==> config.mk <==
export PLATFORM = sky130hd
export DESIGN_NAME = uart_rx
export DESIGN_NICKNAME = d
export VERILOG_FILES = /design/src/rtl/uart_pkg.sv /design/src/rtl/uart_rx_fifo.sv /design/src/rtl/uart_rx.sv
export SDC_FILE = /design/constraint.sdc
export NUM_CORES = 1
export LEC_CHECK = 0
export ABC_AREA = 1
export BUFFER_PORTS_ARGS = -buffer_cell sky130_fd_sc_hd__clkbuf_2
export CAP_MARGIN = 20
export CORE_ASPECT_RATIO = 0.8
export CORE_MARGIN = 1
export CORE_UTILIZATION = 60
export DETAILED_ROUTE_END_ITERATION = 8
export GPL_TIMING_DRIVEN = 0
export PLACE_DENSITY = 0.78
export SLEW_MARGIN = 20
export SYNTH_ARGS = -nofsm -noshare
export SYNTH_HDL_FRONTEND = slang
export SYNTH_HIERARCHICAL = 1
export SYNTH_SLANG_ARGS = --single-unit
==> constraint.sdc <==
create_clock -name CLK -period 6.81 [get_ports CLK]
set_clock_uncertainty 0.1 [all_clocks]
set_input_delay 0.681 -clock CLK [delete_from_list [all_inputs] [get_ports CLK]]
set_output_delay 0.681 -clock CLK [all_outputs]
set_load 0.05 [all_outputs]
==> src/rtl/uart_pkg.sv <==
// Shared constants, state encoding and prescaler helper for the UART receiver.
package uart_pkg;

  localparam int OSR        = 16;
  localparam int FIFO_DEPTH = 4;

  typedef enum logic [2:0] {
    ST_IDLE,
    ST_START,
    ST_DATA,
    ST_STOP,
    ST_BREAK
  } rx_state_e;

  // Clocks per oversampling tick, rounded to nearest.
  function automatic int calc_div(input int clk_hz, input int baud);
    return (clk_hz + (baud * OSR) / 2) / (baud * OSR);
  endfunction

endpackage

==> src/rtl/uart_rx_fifo.sv <==
// 4-entry first-word-fall-through byte FIFO with an overrun indication.
module uart_rx_fifo
  import uart_pkg::*;
(
  input  logic       i_clk,
  input  logic       i_rst,
  input  logic       i_push,
  input  logic [7:0] i_data,
  input  logic       i_pop,
  output logic [7:0] o_data,
  output logic       o_valid,
  output logic       o_ovf
);

  logic [7:0] r_mem [FIFO_DEPTH];
  logic [1:0] r_wptr;
  logic [1:0] r_rptr;
  logic [2:0] r_count;
  logic       w_full;
  logic       w_pop;
  logic       w_wr;

  assign w_full  = (r_count == 3'(FIFO_DEPTH));
  assign w_pop   = i_pop && (r_count != 3'd0);
  // A pop in the same cycle frees the slot the push needs.
  assign w_wr    = i_push && (!w_full || w_pop);
  assign o_ovf   = i_push && w_full && !w_pop;
  assign o_data  = r_mem[r_rptr];
  assign o_valid = (r_count != 3'd0);

  always_ff @(posedge i_clk) begin
    if (i_rst) begin
      for (int i = 0; i < FIFO_DEPTH; i++) r_mem[i] <= 8'h00;
      r_wptr  <= 2'd0;
      r_rptr  <= 2'd0;
      r_count <= 3'd0;
    end else begin
      if (w_wr) begin
        r_mem[r_wptr] <= i_data;
        r_wptr        <= r_wptr + 2'd1;
      end
      if (w_pop) r_rptr <= r_rptr + 2'd1;
      case ({w_wr, w_pop})
        2'b10:   r_count <= r_count + 3'd1;
        2'b01:   r_count <= r_count - 3'd1;
        default: r_count <= r_count;
      endcase
    end
  end

endmodule

==> src/rtl/uart_rx.sv <==
// 8N1 UART receiver: synchronizer, 16x prescaler, framing FSM, sticky error flags
// and a small FWFT FIFO toward the host logic.
module uart_rx
  import uart_pkg::*;
#(
  parameter int CLK_HZ = 50_000_000,
  parameter int BAUD   = 9600,
  parameter int DIV    = calc_div(CLK_HZ, BAUD)
) (
  input  logic       CLK,
  input  logic       RST,
  input  logic       RXD,
  output logic [7:0] DOUT,
  output logic       VALID,
  input  logic       RD,
  output logic       FERR,
  output logic       OVF,
  input  logic       ERRCLR
);

  localparam int PW = (DIV > 1) ? $clog2(DIV) : 1;

  logic          r_sync1;
  logic          r_sync2;
  logic          r_rx_prev;
  logic [PW-1:0] r_presc;
  logic [3:0]    r_tc;
  rx_state_e     r_state;
  logic [2:0]    r_bit_idx;
  logic [7:0]    r_shift;
  logic          r_s7;
  logic          r_s8;
  logic          r_ferr;
  logic          r_ovf;

  logic w_tick;
  logic w_fall;
  logic w_decide;
  logic w_maj;
  logic w_push;
  logic w_ferr_set;
  logic w_ovf_set;

  assign w_tick     = (r_presc == '0);
  assign w_fall     = r_rx_prev && !r_sync2;
  assign w_decide   = w_tick && (r_tc == 4'd9);
  assign w_maj      = (r_s7 & r_s8) | (r_s7 & r_sync2) | (r_s8 & r_sync2);
  assign w_push     = w_decide && (r_state == ST_STOP) && w_maj;
  assign w_ferr_set = w_decide && (r_state == ST_STOP) && !w_maj;

  always_ff @(posedge CLK) begin
    if (RST) begin
      r_sync1   <= 1'b1;
      r_sync2   <= 1'b1;
      r_rx_prev <= 1'b1;
    end else begin
      r_sync1   <= RXD;
      r_sync2   <= r_sync1;
      r_rx_prev <= r_sync2;
    end
  end

  always_ff @(posedge CLK) begin
    if (RST) begin
      r_state   <= ST_IDLE;
      r_presc   <= '0;
      r_tc      <= 4'd0;
      r_bit_idx <= 3'd0;
      r_shift   <= 8'h00;
      r_s7      <= 1'b0;
      r_s8      <= 1'b0;
    end else begin
      r_presc <= w_tick ? PW'(DIV - 1) : r_presc - 1'b1;
      if (w_tick) begin
        r_tc <= r_tc + 4'd1;
        if (r_tc == 4'd7) r_s7 <= r_sync2;
        if (r_tc == 4'd8) r_s8 <= r_sync2;
      end
      case (r_state)
        ST_IDLE: begin
          // Realign the bit clock to the start edge.
          if (w_fall) begin
            r_state <= ST_START;
            r_tc    <= 4'd0;
            r_presc <= '0;
          end
        end
        ST_START: begin
          if (w_decide && w_maj) begin
            r_state <= ST_IDLE;
          end else if (w_tick && r_tc == 4'd15) begin
            r_state   <= ST_DATA;
            r_bit_idx <= 3'd0;
          end
        end
        ST_DATA: begin
          if (w_decide) r_shift <= {w_maj, r_shift[7:1]};
          if (w_tick && r_tc == 4'd15) begin
            if (r_bit_idx == 3'd7) r_state <= ST_STOP;
            else                   r_bit_idx <= r_bit_idx + 3'd1;
          end
        end
        ST_STOP: begin
          if (w_decide) r_state <= w_maj ? ST_IDLE : ST_BREAK;
        end
        ST_BREAK: begin
          if (r_sync2) r_state <= ST_IDLE;
        end
        default: r_state <= ST_IDLE;
      endcase
    end
  end

  // A set in the same cycle as ERRCLR wins.
  always_ff @(posedge CLK) begin
    if (RST) begin
      r_ferr <= 1'b0;
      r_ovf  <= 1'b0;
    end else begin
      if (w_ferr_set)  r_ferr <= 1'b1;
      else if (ERRCLR) r_ferr <= 1'b0;
      if (w_ovf_set)   r_ovf  <= 1'b1;
      else if (ERRCLR) r_ovf  <= 1'b0;
    end
  end

  uart_rx_fifo u_fifo (
    .i_clk   (CLK),
    .i_rst   (RST),
    .i_push  (w_push),
    .i_data  (r_shift),
    .i_pop   (RD),
    .o_data  (DOUT),
    .o_valid (VALID),
    .o_ovf   (w_ovf_set)
  );

  assign FERR = r_ferr;
  assign OVF  = r_ovf;

endmodule

* Word level (Yosys, flattened, before mapping) *
Memory sizes are Yosys's and may differ from the RTL's. A register that Yosys moved wholly into a read port is not among the register bits.
Index checks and enable logic that the tools add are counted.

storage, ports and cells
  register bits after elaboration = 41
  memory bits (writable) = 32
  input bits = 5
  word-level logic and storage cells = 112
  memories kept = 1

cells by class
  add/subtract/negate cells = 7
  equality and inequality tests = 21
  muxes and demuxes = 34
  bitwise operators = 5
  reduce and logical (&&, ||, !) cells = 29

memory list
  memory        words  bits a word  rd ports  clocked after memory_dff  wr ports  line                text
  u_fifo.r_mem  4      8            1         1                         4         uart_rx_fifo.sv:15  logic [7:0] r_mem [FIFO_DEPTH];

operator list
  operator               count
  $mux W3                12
  $mux W9                3
  $ne A2 B2 Y1 const B   8
  $pmux W3 S5            1
  $eq A4 B4 Y1 const B   3
  $mux W4                3
  $pmux W3 S2            2
  $logic_and A1 B1 Y1    11
  $eq A3 B3 Y1 const B   3
  $logic_not A9 Y1       1
  $mux W1                9
  $sub A9 B1 Y9 const B  1
  $mux W8                1
  $reduce_bool A2 Y1     4
  $reduce_or A8 Y1       1
  $add A3 B1 Y3 const B  2
  $eq A3 B2 Y1 const B   2
  $mux W2                3
  $reduce_and A2 Y1      3
  $reduce_and A6 Y1      1
  $reduce_and A5 Y1      1
  $add A2 B1 Y2 const B  2
  $add A4 B1 Y4 const B  1
  $eq A4 B3 Y1 const B   1
  other kinds (11)       17

* Depth between registers and ports, before layout *
  depth in word-level cells = 10
  mapped depth = 16
  mapped depth without buffers = 16

* Modules after synthesis *
Netlist, hierarchy kept.

by module, submodules not included
  module        times used  cells an instance  area an instance (um^2)  sequential area each (um^2)
  uart_rx_fifo  1           189                1964.4                   1141.1
  uart_rx       1           206                1569.0                   680.7

* Worst setup path before layout *
No wires, ideal clock.

  kind = flip-flop to flip-flop
  start = reg r_presc[0]
  end = mem u_fifo.r_mem[1][0], enable pin
  setup time = 384 ps
  data arrival time = 1962 ps
  data required time = 6326 ps
  setup slack = 4364 ps
  stages on the path, launching flop included = 9
  buffers on the path = 0
  clock period less this slack = 2446 ps
  cells stage by stage = dfxtp_1 > inv_1 > ha_1 > nand2_2 > nor2_4 > nand4_1 > nor2_1 > nand3_1 > o21ai_0

RTL lines
  what                    line                text
  start, declared         uart_rx.sv:26       logic [PW-1:0] r_presc;
  start signal, assigned  uart_rx.sv:73       r_presc <= w_tick ? PW'(DIV - 1) : r_presc - 1'b1;
  end, declared           uart_rx_fifo.sv:15

==> results.md <==
* CTS tree: built
* Final GP Congestion at 0.894
* Clk_lat worst skew at 0.34 ns
* Leakage power at 1.57 nW
* # fillers at 450
* Worst-margin pin slew at 0.825 ns
* Die X at 87.8 um
* Routed Antenna Nets at 0
* DR pass1 iterations at 5
* Io pins at 16
* Num CTS Buffers at 9
* Startpoint Class: register
* Synth area leader: edfxtp_1
* Dpl hpwl at 4600 um
* Fmax at 350 MHz
* Total global-route track usage at 0.234
* Post-CTS Setup Inserts at 0
* Setup_tns at 0 ns
* Max-slew violations at 0
* Critical Path AT at 2.72 ns
* Logic pwr share at 0.260
* Max clock buf depth at 2
* Unrepaired setup endpoints after global routing: false
* Endpoints failing hold at 0
* Grt ovf at 0
* WL per Instance at 13.1 um
* Vias in the first global route at 2460
* First-pass GRT wire length at 11100 um
* Final period utilization at 0.419
* Crit Path Max Fanout at 8
* DRC at 0
* Initial DRC Count at 145
* Setup CP Type: reg2reg
* Period minus WS final at 2.86 ns
* Initial antenna violation count at 0
* Register share of total power at 0.443
* Vias at 2659
* Pin count of the biggest net entering global routing at 14
* Power Total at 1.28 mW
* Core Region at 5560 sq um
* Row cnt at 24
* Multi-input gate area at 1440 sq um
* Synth Area per Inst at 8.95 sq um
* Max-Cap Viols at 0
* Power density over cell area at 324 nW/um^2
* Netlist Area Pre-Place at 3530 sq um
* Post-layout util at 0.708
* Layout area overhead at 11.3%
* Synth top area share at 0.272
* Full die area at 6200 sq um
* Finish-stage setup viols at 0
* Post_cts resized at 0
* Clock network power share at 0.297
* Synth cell types at 38
* Sequential element share of the synthesized area at 0.516
* Syn Inst Count at 395
* Initial core utilization at 0.636
* Status: complete, no violations
* Syn_nets at 408
* Clock sink count at 75
* Layout net count at 434
* Port buffer count at 15
* Vias per cell at 5.28
* Crit-path slowest cell: o21ai_1
* H-tree levels at 3
* Synth Warn # at 6
* Slew HR at 0.446
* Crit-path cells: inv_1 -> ha_1 -> nand2_2 -> nor2_4 -> nand4_1 -> nor2_1 -> nand3_1 -> o21ai_1
* CP Data Required Time at 6.67 ns
* Critical Path Max Stage Delay at 0.67 ns
* Share of layout cells above drive strength 1 at 0.146
* Clk slew on worst S/H paths at 0.07 ns
* Sequential Area at 1820 sq um
* Root Driver: clkbuf_8
* Worst Hold Class: reg2reg
* Switching portion of total power at 0.328
* Internal power at 857 uW
* WL final at 6590 um
* Crit end category: register
* Psw at 419 uW
* # hold bufs at CTS at 0
* Max rail drop VDD at 0.000171 V
* Yosys reg bits at 75
* Top cells by area, synth: edfxtp_1, dfxtp_1, nor2_1
* Die Ht at 70.6 um
* Antenna diode count at 0
## kinds of logic (layout without fill, tap and decap cells)
family                   after synthesis  count (layout)  share of synthesized area
adder cells (fa/ha/maj)                8               8                     0.0305
AO/OA/AOI/OAI                         69              69                      0.105
flip-flops                            75              75                      0.516
XOR/XNOR                               4               4                    0.00992
AND/OR/NAND/NOR                      179             179                      0.261
buffers and inverters                 60              91                     0.0779
## cell type report
cell class	count	share of cell area
plain buffers	7	0.0178
flip-flops and latches	75	0.463
repair buffers	15	0.0191
multi-input cells	260	0.365
clock buffers	11	0.0388
clock inverters	5	0.0191
well taps	78	0.0248
inverters	53	0.0522
## worst max-delay path, delay by kind of cell (launching register included)
family | cells | cell delay (ns)
AOI/OAI and AO/OA | 1 | 0.67
adders and majority gates | 1 | 0.20
buffers and inverters | 1 | 0.07
DFF | 1 | 0.31
and+or+nand+nor | 5 | 1.12
## layer usage
metal / vias to the layer above / share of wire / track usage
li1: 1364 / - / -
met1: 1215 / 0.45 / 0.292
met2: 72 / 0.48 / 0.401
met3: 8 / 0.064 / 0.0700
met4: 0 / 0.0091 / 0.0492
met5: - / 0 / 0
## cell usage after synthesis (all sizes together)
| cell | n |
|---|---|
| nand2 | 62 |
| dfxtp | 43 |
| o21ai | 29 |
| xnor2 | 2 |
| edfxtp | 32 |
| ha | 7 |
| nor3b | 1 |
| o31ai | 1 |
| o22ai | 8 |
| inv | 50 |
| nand3 | 20 |
| clkbuf | 2 |
| o211ai | 1 |
| nand4 | 13 |
| clkinv | 3 |
| xor2 | 2 |
| or2 | 2 |
| a21oi | 30 |
| buf | 5 |
| nor2 | 77 |
| fa | 1 |
| nor3 | 4 |
## layout by cell type (no fill, tap or decap), types with 5 or more instances in the layout
cell,count
clkbuf_2,15
nand3_1,19
nand2_1,55
nand4_1,5
ha_1,7
a21oi_1,29
clkbuf_8,10
dfxtp_1,43
nor2_1,71
edfxtp_1,32
o22ai_1,8
o21ai_0,25
nand4_4,7
inv_1,49
## state kept, by name, indices dropped and copies added, names as in the netlist, 2 cells and up, named ones only
signal	count
r_state	3
r_shift	8
u_fifo/r_wptr	2
r_bit_idx	3
u_fifo/r_mem	32
r_tc	4
r_presc	9
u_fifo/r_count	3
u_fifo/r_rptr	2
## power groups by stage
stage	Sequential, mW	Clock [mW]	Combinational [mW]
2_1_floorplan	0.565	0	0.275
3_3_place_gp	0.573	0	0.319
3_5_place_dp	0.575	0	0.333
4_1_cts	0.566	0.386	0.334
5_1_grt	0.572	0.405	0.379
6_report	0.566	0.379	0.332
## metrics by stage
stage / instances / area [sq um] / worst slack, ns / hold WS [ns]
after detailed placement: 488 / 3710 / 3.77 / 0.308
after floorplan: 395 / 3530 / 4.36 / 0.289
final: 504 / 3930 / 3.95 / 0.322
after global placement: 488 / 3710 / 3.81 / 0.294
after CTS: 504 / 3930 / 3.67 / 0.323
after global routing: 504 / 3930 / 3.80 / 0.338
## final timing paths
kind / start / to / slack [ns] / depth (start not counted)
max: r_presc[0] / u_fifo/r_mem[3][1] / 3.95 / 8
max reg2reg: r_presc[0] / u_fifo/r_mem[3][1] / 3.95 / 8
min: r_sync1 / r_sync2 / 0.32 / 1
min reg2reg: r_sync1 / r_sync2 / 0.32 / 1
No activity file was read; power rests on OpenSTA's default activity.
